<file path="src/rtl/maze_pkg.sv">
// maze_pkg: shared constants and types for the maze router output ports.
//   MAZE_NUM_IN  - default number of competing input ports (N/E/S/W/local)
//   MAZE_PYLD_W  - default flit payload width in bits
//   PKT_CNT_W    - width of the optional tail-transfer counter
//   arb_state_t  - output-port arbiter state (ARB_IDLE, ARB_LOCKED)
package maze_pkg;

    localparam int unsigned MAZE_NUM_IN = 5;
    localparam int unsigned MAZE_PYLD_W = 32;
    localparam int unsigned PKT_CNT_W   = 16;

    typedef enum logic [0:0] {
        ARB_IDLE   = 1'b0,
        ARB_LOCKED = 1'b1
    } arb_state_t;

endpackage

</file>
<file path="src/rtl/rr_pick.sv">
// rr_pick: round-robin priority picker.
// Grants the first set bit of req at or after index ptr, in increasing
// index order with wrap-around. Output is one-hot, or zero when req is zero.
//   req - request vector (N bits)
//   ptr - highest-priority index, must be < N
//   gnt - one-hot grant (N bits)
module rr_pick
    import maze_pkg::*;
#(
    parameter  int unsigned N  = MAZE_NUM_IN,
    localparam int unsigned PW = $clog2(N)
) (
    input  logic [N-1:0]  req,
    input  logic [PW-1:0] ptr,
    output logic [N-1:0]  gnt
);

    logic          found;
    logic [PW:0]   sum;
    logic [PW-1:0] idx;

    always_comb begin
        gnt   = '0;
        found = 1'b0;
        sum   = '0;
        idx   = '0;
        for (int unsigned off = 0; off < N; off++) begin
            // ptr + off, folded back into 0..N-1 (one subtraction suffices)
            sum = {1'b0, ptr} + (PW+1)'(off);
            if (sum >= (PW+1)'(N)) begin
                sum = sum - (PW+1)'(N);
            end
            idx = sum[PW-1:0];
            if (!found && req[idx]) begin
                gnt[idx] = 1'b1;
                found    = 1'b1;
            end
        end
    end

endmodule

</file>
<file path="src/rtl/out_port_arb.sv">
// out_port_arb: wormhole output-port arbiter with round-robin fairness.
// In IDLE the grant goes to the first requester at or after ptr; a head
// flit without last locks the port to that input until its tail transfers.
// Data path is combinational (zero-cycle latency); grant never depends on
// ready_i.
//   clk, rst_n  - clock, asynchronous active-low reset
//   valid_i     - per-port flit valid          ready_o   - per-port accept
//   payload_i   - per-port payload, port k at [k*PYLD_W +: PYLD_W]
//   last_i      - per-port tail marker
//   valid_o, payload_o, last_o - selected flit toward output buffer
//   ready_i     - output buffer accept
//   grant_o     - one-hot (or zero) current grant
//   pkt_cnt_o   - tail-transfer count, only with OUT_PORT_ARB_PKT_CNT_EN
module out_port_arb
    import maze_pkg::*;
#(
    parameter int unsigned NUM_IN = MAZE_NUM_IN,
    parameter int unsigned PYLD_W = MAZE_PYLD_W
) (
    input  logic                     clk,
    input  logic                     rst_n,
    input  logic [NUM_IN-1:0]        valid_i,
    output logic [NUM_IN-1:0]        ready_o,
    input  logic [NUM_IN*PYLD_W-1:0] payload_i,
    input  logic [NUM_IN-1:0]        last_i,
    output logic                     valid_o,
    input  logic                     ready_i,
    output logic [PYLD_W-1:0]        payload_o,
    output logic                     last_o,
    output logic [NUM_IN-1:0]        grant_o
`ifdef OUT_PORT_ARB_PKT_CNT_EN
    ,
    output logic [PKT_CNT_W-1:0]     pkt_cnt_o
`endif
);

    localparam int unsigned PW = $clog2(NUM_IN);

    arb_state_t        state_q, state_d;
    logic [PW-1:0]     ptr_q, ptr_d;
    logic [PW-1:0]     lock_q, lock_d;
    logic [NUM_IN-1:0] rr_gnt;
    logic [PW-1:0]     gidx;
    logic              xfer;

    rr_pick #(
        .N (NUM_IN)
    ) u_rr_pick (
        .req (valid_i),
        .ptr (ptr_q),
        .gnt (rr_gnt)
    );

    assign xfer = valid_o & ready_i;

    // State register
    always_ff @(posedge clk or negedge rst_n) begin
        if (!rst_n) begin
            state_q <= ARB_IDLE;
            ptr_q   <= '0;
            lock_q  <= '0;
        end else begin
            state_q <= state_d;
            ptr_q   <= ptr_d;
            lock_q  <= lock_d;
        end
    end

    // Next-state logic
    always_comb begin
        state_d = state_q;
        ptr_d   = ptr_q;
        lock_d  = lock_q;
        if (xfer) begin
            if (last_o) begin
                state_d = ARB_IDLE;
                ptr_d   = (gidx == PW'(NUM_IN-1)) ? '0 : gidx + PW'(1);
            end else if (state_q == ARB_IDLE) begin
                state_d = ARB_LOCKED;
                lock_d  = gidx;
            end
        end
    end

    // Outputs: grant, selected flit fields and per-port accept
    always_comb begin
        grant_o = '0;
        if (state_q == ARB_LOCKED) begin
            grant_o[lock_q] = 1'b1;
        end else begin
            grant_o = rr_gnt;
        end
        valid_o   = 1'b0;
        payload_o = '0;
        last_o    = 1'b0;
        gidx      = '0;
        for (int unsigned k = 0; k < NUM_IN; k++) begin
            if (grant_o[k]) begin
                valid_o   = valid_i[k];
                payload_o = payload_i[k*PYLD_W +: PYLD_W];
                last_o    = last_i[k];
                gidx      = PW'(k);
            end
        end
        ready_o = {NUM_IN{ready_i}} & grant_o;
    end

`ifdef OUT_PORT_ARB_PKT_CNT_EN
    always_ff @(posedge clk or negedge rst_n) begin
        if (!rst_n) begin
            pkt_cnt_o <= '0;
        end else if (xfer && last_o) begin
            pkt_cnt_o <= pkt_cnt_o + PKT_CNT_W'(1);
        end
    end
`endif

endmodule
</file>
<file path="config.mk">
export PLATFORM = sky130hd
export DESIGN_NAME = out_port_arb
export DESIGN_NICKNAME = d
export VERILOG_FILES = /design/src/rtl/maze_pkg.sv /design/src/rtl/rr_pick.sv /design/src/rtl/out_port_arb.sv
export SDC_FILE = /design/constraint.sdc
export NUM_CORES = 1
export LEC_CHECK = 0
export CAP_MARGIN = 20
export CORE_UTILIZATION = 35
export CTS_CLUSTER_DIAMETER = 60
export CTS_CLUSTER_SIZE = 10
export DETAILED_ROUTE_END_ITERATION = 12
export PLACE_DENSITY = 0.84
export SLEW_MARGIN = 0
export SYNTH_ARGS = -nofsm -noshare
export SYNTH_HDL_FRONTEND = slang
export SYNTH_SLANG_ARGS = --single-unit
</file>
<file path="constraint.sdc">
create_clock -name clk -period 5.8 [get_ports clk]
set_clock_uncertainty 0.2 [all_clocks]
set_input_delay 1.16 -clock clk [delete_from_list [all_inputs] [get_ports clk]]
set_output_delay 1.16 -clock clk [all_outputs]
set_load 0.02 [all_outputs]
</file>
# Word-level counts from Yosys, hierarchy flattened
# Cells that the tools add are included.
[classes]
n_addsub = 10
multipliers = 0
div_mod_pow = 0
magnitude_cmp = 17
eq_ne = 1
shifts = 0
muxes = 58
bitwise = 8
reduce_logical = 16
[op_table]
columns = ["operator", "count"]
rows = [
  ["two-way mux 32 bit", 5],
  ["two-way mux 5 bit", 6],
  ["two-way mux 1 bit", 27],
  ["two-way mux 3 bit", 9],
  ["less-than comparator 3 x 4 -> 1 bit (second input constant)", 6],
  ["OR 5 bit", 4],
  ["demux 1 bit (select 3 bit)", 6],
  [">= comparator 3 x 1 -> 1 bit (second input constant)", 6],
  [">= comparator 4 x 3 -> 1 bit (second input constant)", 4],
  ["binary-select mux 1 bit (select 3 bit)", 5],
  ["subtractor 3 bit (second input constant)", 5],
  ["logical AND 1 bit", 10],
  ["adder 3 x 2 -> 4 bit (second input constant)", 2],
  ["bitwise AND 5 bit", 1],
  ["adder 3 x 1 -> 4 bit (second input constant)", 1],
  ["adder 3 x 3 -> 4 bit (second input constant)", 1],
  ["zero test 1 bit", 4],
  ["adder 3 x 1 -> 3 bit (second input constant)", 1],
  ["== test 3 bit (second input constant)", 1],
  [">= comparator 3 bit (second input constant)", 1],
  ["AND reduction 3 bit", 1],
  ["NOT 1 bit", 2],
  ["AND reduction 2 bit", 1],
  ["bitwise AND 1 bit", 1],
]
[word_totals]
ff_bits = 7
latchBits = 0
ramBits = 0
rom_bits = 0
inputBits = 173
output_inout_bits = 44
elab_cells = 113
n_memories = 0

# Depth between registers and ports, before layout
# Gate-level depths: netlist (run 1).
[logic_depth]
ltp_word = 25
depth_mapped = 17
mapped_depth_nobuf = 16

# Modules after synthesis
# A second synthesis (run 1) with hierarchy kept.
[hier_totals]
hier_cells = 454
hier_area_um2 = 2875.3
[by_module_without_submodules]
columns = ["module", "n_inst", "cells_per_inst", "area_per_inst_um2", "seq_area_each_um2"]
rows = [
  ["out_port_arb", 1, 292, 1719.1, 175.2],
  ["rr_pick", 1, 162, 1156.1, 0.0],
]

# Least setup slack after synthesis (run 1)
# OpenSTA, ideal clock, no wires.
[synth_path]
path_kind = "reg-to-output"
start = "register ptr_q[1]"
end = "output port payload_o[23]"
arrival_ps = 3755
t_required_ps = 4440
path_slack_ps = 685
stages_incl_launch_ff = 16
n_path_buf = 3
path_cell_list = "dfrtp_1 -> buf_2 -> inv_1 -> ha_1 -> ha_1 -> inv_1 -> o21ai_1 -> mux2i_1 -> o211ai_2 -> a211o_1 -> a21oi_1 -> a211o_1 -> clkbuf_1 -> clkbuf_1 -> a22oi_1 -> nand3_1"
[synth_via]
word_cells_on_any_way = 81
cone_classes = "add/sub: 9; order compare: 15; mux: 40; bitwise: 4; reduce/logical: 13"
[synth_rtl]
columns = ["element", "line_no", "text"]
rows = [
  ["from (decl)", "out_port_arb.sv:40", "logic [PW-1:0] ptr_q, ptr_d;"],
  ["from (signal assigned)", "out_port_arb.sv:64", "ptr_q <= ptr_d;"],
  ["branches (longest 16 deep; another with adder 3 x 1 -> 4 bit)", "n/a", ""],
  ["two-way mux 5 bit *", "rr_pick.sv:34", "if (!found && req[idx]) begin"],
  ["two-way mux 5 bit *", "out_port_arb.sv:88", "if (state_q == ARB_LOCKED) begin"],
  ["net grant_o[3]", "out_port_arb.sv:30", "output logic [NUM_IN-1:0] grant_o"],
  ["two-way mux 32 bit * (2 in series)", "out_port_arb.sv:98", "if (grant_o[k]) begin"],
  ["to (decl)", "out_port_arb.sv:28", "output logic [PYLD_W-1:0] payload_o,"],
]
# Mark *: on every way through the listed nets, which the timed path passes. The select of a mux whose other input is x is not followed.

# Worst setup path after layout (run 1)
[layout_path]
start = "input port valid_i[0]"
end = "output port ready_o[1]"
[layout_via]
elab_chain_cells = 17
word_cells_on_any_way = 33
cone_classes = "mux: 20; bitwise: 5; reduce/logical: 8"
[layout_rtl]
columns = ["element", "line_no", "text"]
rows = [
  ["from (decl)", "out_port_arb.sv:22", "input logic [NUM_IN-1:0] valid_i,"],
  ["binary-select mux 1 bit (select 3 bit)", "rr_pick.sv:34", ""],
  ["two-way mux 1 bit (implied by the code)", "rr_pick.sv:34", ""],
  ["two-way mux 1 bit", "rr_pick.sv:34", ""],
  ["zero test 1 bit", "rr_pick.sv:34", ""],
  ["logical AND 1 bit", "rr_pick.sv:34", ""],
  ["two-way mux 1 bit", "rr_pick.sv:34", ""],
  ["zero test 1 bit", "rr_pick.sv:34", ""],
  ["logical AND 1 bit", "rr_pick.sv:34", ""],
  ["two-way mux 1 bit", "rr_pick.sv:34", ""],
  ["zero test 1 bit", "rr_pick.sv:34", ""],
  ["logical AND 1 bit", "rr_pick.sv:34", ""],
  ["two-way mux 1 bit", "rr_pick.sv:34", ""],
  ["zero test 1 bit", "rr_pick.sv:34", ""],
  ["logical AND 1 bit", "rr_pick.sv:34", ""],
  ["two-way mux 5 bit *", "rr_pick.sv:34", ""],
  ["two-way mux 5 bit *", "out_port_arb.sv:88", ""],
  ["bitwise AND 5 bit *", "out_port_arb.sv:105", "ready_o = {NUM_IN{ready_i}} & grant_o;"],
  ["to (decl)", "out_port_arb.sv:23", "output logic [NUM_IN-1:0] ready_o,"],
]
# Every way passes the cells marked *; elsewhere a longest branch is shown, timed or not. The select of a mux whose other input is x is not followed.

==> impl_metrics.sql, run 1 <==
INSERT INTO impl_metrics (metric_group, metric, value, unit) VALUES
('drt', 'routed_via_density', '5.94', ''),
('timing', 'timing.slew.headroom', '63.2', '%'),
('logic_synthesis', 'synth_top_family_by_area', 'compound AO/OA/AOI/OAI gates', ''),
('worst_setup_path', 'crit_path_cell_trace', 'clkdlybuf4s50_1, inv_1, o2111ai_1, nor4b_1, o32a_1, nand4_1, a21oi_1, a211o_1, buf_4, buf_4, and2_1, clkdlybuf4s50_1', ''),
('drt', 'total_via_count_after_detailed_routing', '4465', ''),
('grt', 'maximum_number_of_pins_on_one_net_before_global_route_repair', '34', ''),
('worst_setup_path', 'critPathTopFamily', 'buffers and inverters', ''),
('worst_setup_path', 'timing.setup.critical_path_class', 'in2out', ''),
('timing', 'worst_pin_slew', '0.551', 'ns'),
('flow_run', 'max_cap_viol_count', '0', ''),
('worst_setup_path', 'arrival', '4.32', 'ns'),
('die', 'initial_utilization', '36.1', '%'),
('power_and_ir_drop', 'power.leakage', '2.43', 'nW'),
('grt', 'grt_pass1_vias', '4359', ''),
('worst_setup_path', 'crit_path_start_kind', 'input pin', ''),
('outcome', 'status', 'completed', ''),
('logic_synthesis', 'yosys_warnings', '0', ''),
('worst_setup_path', 'r2r_setup_slack', '1.35', 'ns'),
('clock_tree', 'cts_buffers', '3', ''),
('layout', 'finalInstanceArea', '5490', 'um2'),
('clock_tree', 'clock_path_buffers', '2', ''),
('grt', 'grt_overflow_total', '0', ''),
('worst_setup_path', 'path_buf_inv', '5', ''),
('grt', 'grt_pass1_wl', '24.6', 'mm'),
('worst_setup_path', 'crit_path_max_incr_delay', '0.63', 'ns'),
('worst_setup_path', 'critical_path_origin', 'valid_i[0]', ''),
('die', 'ioPinCount', '217', ''),
('worst_setup_path', 'maximum_fanout_count_along_the_critical_path', '7', ''),
('placement', 'io_buffers', '216', ''),
('clock_tree', 'deepest_level_of_the_cts_h_tree', '1', ''),
('worst_setup_path', 'crit_path_top_delay_cell', 'sky130_fd_sc_hd__clkdlybuf4s50_1', ''),
('timing', 'period_minus_slack', '5.68', 'ns'),
('drt', 'dr.pass1.iters', '6', ''),
('logic_synthesis', 'postSynthRegisterBits', '7', ''),
('logic_synthesis', 'most_common_cell_in_the_synthesized_netlist', 'sky130_fd_sc_hd__a22oi_1', ''),
('logic_synthesis', 'synthCells', '401', ''),
('logic_synthesis', 'syn-mean-instance-area', '6.96', 'um2'),
('logic_synthesis', 'yosys_top_cell_by_area', 'sky130_fd_sc_hd__a22oi_1', ''),
('layout', 'syn_to_final_growth', '96.7', '%'),
('placement', 'dp_hpwl', '14.0', 'mm'),
('grt', 'grt_antenna_before_repair', '2', ''),
('logic_synthesis', 'synth_compound_gate_area_share', '40.0', '%'),
('layout', 'layout.nets', '833', ''),
('die', 'std_cell_rows', '32', ''),
('logic_synthesis', 'mappedNetlistArea', '2790', 'um2'),
('logic_synthesis', 'portion_of_the_post_synthesis_area_used_by_sequential_elements', '6.28', '%'),
('worst_setup_path', 'worst-path-stages', '12', ''),
('die', 'core', '7730', 'um2'),
('die', 'die-width', '91.3', 'um'),
('worst_setup_path', 'timing.critical_path.to_type', 'output port', ''),
('timing', 'final_min_period_over_clock_period', '98.0', '%'),
('die', 'die-area', '8340', 'um2'),
('drt', 'drt.antenna.violating_nets', '0', ''),
('clock_tree', 'cts_num_sinks', '7', ''),
('worst_setup_path', 'ff2ff_path_depth', '16', ''),
('logic_synthesis', 'post_synth_mux_area_share', '8.83', '%'),
('grt', 'grt_usage', '38.8', '%'),
('drt', 'route.detailed.wl_per_inst', '22.2', 'um'),
('clock_tree', 'cts.clk_slew.worst_paths', '0.04', 'ns'),
('power_and_ir_drop', 'p_total', '0.00411', 'W'),
('logic_synthesis', 'synthArstFlopShare', '100', '%'),
('logic_synthesis', 'netlist_top_cells_count', 'sky130_fd_sc_hd__a22oi_1 (64), sky130_fd_sc_hd__nand2_1 (50), sky130_fd_sc_hd__nand3_1 (40)', ''),
('worst_setup_path', 'critPathCapture', 'ready_o[1]', ''),
('worst_setup_path', 'timing.critical_path.required', '4.44', 'ns'),
('logic_synthesis', 'ys_types', '78', ''),
('layout', 'final_layout_size_suffix_gt1_share', '17.3', '%'),
('clock_tree', 'cts_tree', 'built', ''),
('min_path', 'timing.hold.worst.start', 'lock_q[1]', ''),
('placement', 'gp_congestion', '0.910', ''),
('drt', 'route.detailed.drc', '0', ''),
('logic_synthesis', 'number_of_enable_flip_flop_cells_after_synthesis', '0', '');
-- power breakdown --
part	leakage [nW]	total [W]	switching, W	internal, W
sequential	0.0868	0.000109	0.0000392	0.0000697
clock	0.0228	0.0000722	0.0000244	0.0000478
combinational	2.32	0.00393	0.00222	0.00170
total	2.43	0.00411	0.00229	0.00182
-- stage by stage --
stage          utilization (%)  setup slack, ns  cells  hold slack, ns  setup TNS (ns)
2_1_floorplan                -            0.685    401           0.344               0
3_3_place_gp              69.3          -0.0669    743           0.373          -0.239
3_5_place_dp              69.3           -0.111    743           0.401          -0.332
4_1_cts                   69.9          0.00210    747           0.408               0
5_1_grt                   71.0         -0.00797    752           0.436         -0.0111
6_report                  71.0            0.116    752           0.410               0
-- worst min path at each step --
stage / end / slack, ns / cells after the start
floorplan: lock_q[1] / 0.34 / 1
global placement: lock_q[1] / 0.37 / 1
detailed placement: lock_q[1] / 0.40 / 1
CTS: lock_q[1] / 0.41 / 1
global route: lock_q[1] / 0.44 / 1
finish: lock_q[1] / 0.41 / 1
-- cell type report --
class                      count  area, um2
timing repair buffer         278       2650
multi-input combinational    350       2450
fill                         620       2240
sequential                     7        176
tap                          102        128
clock buffer                   4       45.0
inverter                      10       37.5
antenna                        1       2.50
-- timing repair --
action	in CTS	in global routing
gates resized for setup	11	21
gates cloned	0	0
pin swaps	0	2
setup endpoints to repair	16	21
setup buffers	0	4
-- cells in the final DEF (no fill, tap or decap), types with 8 or more instances in the layout --
master / n
sky130_fd_sc_hd__a21oi_1: 13
sky130_fd_sc_hd__a22oi_1: 64
sky130_fd_sc_hd__and2_1: 8
sky130_fd_sc_hd__buf_4: 73
sky130_fd_sc_hd__clkdlybuf4s50_1: 176
sky130_fd_sc_hd__dlygate4sd2_1: 10
sky130_fd_sc_hd__dlymetal6s2s_1: 17
sky130_fd_sc_hd__ha_1: 9
sky130_fd_sc_hd__mux2i_1: 9
sky130_fd_sc_hd__nand2_1: 50
sky130_fd_sc_hd__nand2b_1: 10
sky130_fd_sc_hd__nand3_1: 40
sky130_fd_sc_hd__nor2_1: 17
sky130_fd_sc_hd__nor2b_1: 10
sky130_fd_sc_hd__nor3_1: 8
-- layer usage --
metal / routed length, um / global-route usage, % / vias to the layer above
li1: - / - / 2054
met2: 8310 / 68.6 / 265
met4: 851 / 18.3 / 0
met1: 6240 / 44.8 / 2104
met3: 1320 / 7.71 / 42
met5: 0 / 0 / -
-- kinds of logic after synthesis --
logic type	count (synthesis)
adder cells (fa/ha/maj)	10
flip-flops	7
AND/OR/NAND/NOR	174
AO/OA/AOI/OAI	145
multiplexers	20
XOR/XNOR	1
buffers and inverters	44
-- registers in the layout, indices dropped and copies added (netlist names) --
signal / count
lock_q: 3
ptr_q: 3
state_q: 1
Note: power is estimated with default switching activity, not from simulation.
==> inputs of run 2 (changes only) <==
CORE_ASPECT_RATIO = 0.8   (was default)
==> impl_metrics.sql, run 2 (synthesized netlist as in run 1, its figures left out) <==
INSERT INTO impl_metrics (metric_group, metric, value, unit) VALUES
('layout', 'finalInstanceArea', '5520', 'um2'),
('drt', 'routed_via_density', '6.04', ''),
('clock_tree', 'cts.root.buffer_cell', 'sky130_fd_sc_hd__clkbuf_8', ''),
('timing', 'period_minus_slack', '5.67', 'ns'),
('layout', 'most_common_cell_after_layout_fill_and_taps_aside', 'sky130_fd_sc_hd__clkdlybuf4s50_1', ''),
('grt', 'grt_pass1_wl', '22.5', 'mm'),
('layout', 'antenna_cells_inserted', '0', ''),
('timing', 'hold_violations', '0', ''),
('timing', 'clock.fmax', '177', 'MHz'),
('power_and_ir_drop', 'p_total', '0.00407', 'W'),
('timing', 'final_min_period_over_clock_period', '97.7', '%'),
('worst_setup_path', 'path_buf_inv', '6', ''),
('worst_setup_path', 'timing.critical_path.required', '4.44', 'ns'),
('outcome', 'status', 'completed', ''),
('clock_tree', 'holdBufCountCts', '0', ''),
('grt', 'maximum_number_of_pins_on_one_net_before_global_route_repair', '22', ''),
('placement', 'gp_congestion', '1.01', ''),
('worst_setup_path', 'crit_path_max_incr_delay', '0.52', 'ns'),
('clock_tree', 'clock_path_buffers', '2', ''),
('worst_setup_path', 'crit_path_start_kind', 'flip-flop', ''),
('worst_setup_path', 'arrival', '4.31', 'ns'),
('worst_setup_path', 'critPathTopFamily', 'compound AO/OA/AOI/OAI gates', ''),
('timing', 'worst_pin_slew', '0.547', 'ns'),
('grt', 'grt_usage', '35.9', '%'),
('layout', 'largestRegisters', 'lock_q x3, ptr_q x3, state_q x1', ''),
('timing', 'timing.slew.headroom', '63.5', '%'),
('drt', 'routed_wirelength', '15.8', 'mm'),
('layout', 'layout.nets', '831', ''),
('worst_setup_path', 'maximum_fanout_count_along_the_critical_path', '16', ''),
('worst_setup_path', 'cpMostUsedCell', 'sky130_fd_sc_hd__buf_4', ''),
('clock_tree', 'cts_tree', 'built', ''),
('power_and_ir_drop', 'power.leakage', '2.33', 'nW'),
('drt', 'drt_iter0_drc', '354', ''),
('flow_run', 'max_cap_viol_count', '0', ''),
('drt', 'drt.antenna.violating_nets', '0', ''),
('die', 'core', '7570', 'um2'),
('power_and_ir_drop', 'p_per_area', '738', 'nW/um2'),
('clock_tree', 'deepest_level_of_the_cts_h_tree', '1', ''),
('die', 'std_cell_rows', '28', ''),
('worst_setup_path', 'timing.critical_path.to_type', 'output port', ''),
('placement', 'placement.setup.worst_slack', '-0.146', 'ns'),
('layout', 'most-common-layout-cells', 'sky130_fd_sc_hd__clkdlybuf4s50_1 (178), sky130_fd_sc_hd__a22oi_1 (62), sky130_fd_sc_hd__buf_4 (56)', ''),
('die', 'ioPinCount', '217', ''),
('drt', 'route.detailed.wl_per_inst', '21.0', 'um'),
('drt', 'route.detailed.drc', '0', ''),
('clock_tree', 'cts_buffers', '3', ''),
('timing', 'maxSlewViolCount', '0', ''),
('layout', 'syn_to_final_growth', '97.7', '%'),
('layout', 'final_layout_size_suffix_gt1_share', '16.1', '%'),
('placement', 'io_buffers', '216', ''),
('drt', 'dr.pass1.iters', '6', ''),
('grt', 'grt_overflow_total', '0', ''),
('die', 'die-area', '8340', 'um2'),
('drt', 'total_via_count_after_detailed_routing', '4543', ''),
('worst_setup_path', 'crit_path_cell_trace', 'inv_1, ha_1, a211oi_2, o22ai_1, o221ai_1, nor2_1, buf_4, o41ai_1, a211o_1, buf_4, buf_12, a22oi_1, buf_4, nand3_1, dlygate4sd2_1', ''),
('die', 'die_h', '81.9', 'um'),
('worst_setup_path', 'crit_path_top_delay_cell', 'sky130_fd_sc_hd__o41ai_1', ''),
('placement', 'dp_hpwl', '13.3', 'mm'),
('timing', 'setup_violations_final', '0', ''),
('timing', 'setup_total_negative_slack', '0', 'ns'),
('die', 'die-width', '102', 'um'),
('power_and_ir_drop', 'max-vdd-ir-drop', '0.000655', 'V'),
('grt', 'grt_pass1_vias', '4256', ''),
('clock_tree', 'cts.clk_slew.worst_paths', '0.04', 'ns'),
('clock_tree', 'cts_num_sinks', '7', ''),
('die', 'initial_utilization', '36.9', '%'),
('worst_setup_path', 'timing.setup.critical_path_class', 'reg2out', ''),
('timing', 'final_ws_setup', '0.134', 'ns'),
('placement', 'placed_area', '5410', 'um2'),
('clock_tree', 'clock_insertion_delay_worst_skew', '0.22', 'ns'),
('grt', 'grt_antenna_before_repair', '0', ''),
('min_path', 'min-delay-path-class', 'reg2reg', '');
-- run 2: changes by cell type in the layout (fill, tap and decap cells not counted), moves of 2 or more --
cell | before | now
sky130_fd_sc_hd__a22oi_1 | 64 | 62
sky130_fd_sc_hd__a22oi_2 | 0 | 2
sky130_fd_sc_hd__buf_12 | 2 | 5
sky130_fd_sc_hd__buf_4 | 73 | 56
sky130_fd_sc_hd__clkdlybuf4s50_1 | 176 | 178
sky130_fd_sc_hd__dlygate4sd2_1 | 10 | 30
sky130_fd_sc_hd__dlymetal6s2s_1 | 17 | 6
sky130_fd_sc_hd__o31ai_1 | 2 | 0
sky130_fd_sc_hd__o31ai_2 | 0 | 2
-- run 2: area by class of cell --
cell class | count | area, um2
Inverter | 10 | 37.5
Fill cell | 624 | 2050
Timing Repair Buffer | 276 | 2650
Tap cell | 105 | 131
Clock buffer | 4 | 45.0
Sequential cell | 7 | 175
Multi-Input combinational cell | 350 | 2480
-- run 2: worst reg2reg max path, stage by stage, from the launching register on --
cell                       delay, ns
sky130_fd_sc_hd__dfrtp_1        0.47
sky130_fd_sc_hd__inv_1          0.22
sky130_fd_sc_hd__ha_1           0.36
sky130_fd_sc_hd__a211oi_2       0.46
sky130_fd_sc_hd__o22ai_1        0.16
sky130_fd_sc_hd__o221ai_1       0.30
sky130_fd_sc_hd__nor2_1         0.11
sky130_fd_sc_hd__buf_4          0.16
sky130_fd_sc_hd__o41ai_1        0.52
sky130_fd_sc_hd__a211o_1        0.30
sky130_fd_sc_hd__buf_4          0.17
sky130_fd_sc_hd__nor3_1         0.05
sky130_fd_sc_hd__a211o_1        0.29
sky130_fd_sc_hd__buf_4          0.15
sky130_fd_sc_hd__and4b_4        0.21
sky130_fd_sc_hd__mux2_4         0.29
-- run 2: repair_timing --
action | in CTS | in global routing
pin swaps | 4 | 2
buffers inserted | 2 | 2
setup endpoints to repair | 32 | 36
resized for setup | 33 | 14
-- run 2: worst paths after layout --
| kind | end | slack, ns | start | cells past startpoint |
|---|---|---|---|---|
| setup / recovery | payload_o[31] | 0.13 | ptr_q[1] | 15 |
| hold / removal | lock_q[2] | 0.41 | lock_q[2] | 1 |
| setup reg to reg | lock_q[0] | 1.23 | ptr_q[1] | 15 |
| hold reg to reg | lock_q[2] | 0.41 | lock_q[2] | 1 |
| max in group asynchronous | lock_q[0] | 4.17 | rst_n | 1 |
| min in group asynchronous | lock_q[1] | 0.99 | rst_n | 1 |
-- run 2: power breakdown --
group / total (W) / switching, W / internal (W)
Sequential: 0.000115 / 0.0000457 / 0.0000690
Combinational: 0.00389 / 0.00221 / 0.00168
Clock: 0.0000678 / 0.0000203 / 0.0000475
-- run 2: per-layer routing --
layer | routed length [um] | vias to the layer above | global-route usage [%]
met5 | 0 | - | 0
li1 | - | 2052 | -
met3 | 1220 | 50 | 3.23
met2 | 8050 | 295 | 64.9
met4 | 897 | 0 | 22.0
met1 | 5650 | 2146 | 41.4
-- run 2: stage by stage --
stage / utilization, % / std cells / hold slack, ns
after floorplan: - / 401 / 0.344
after global placement: 71.5 / 744 / 0.375
after detailed placement: 71.5 / 744 / 0.393
after CTS: 72.0 / 750 / 0.402
after global routing: 72.9 / 752 / 0.436
final: 72.9 / 752 / 0.408
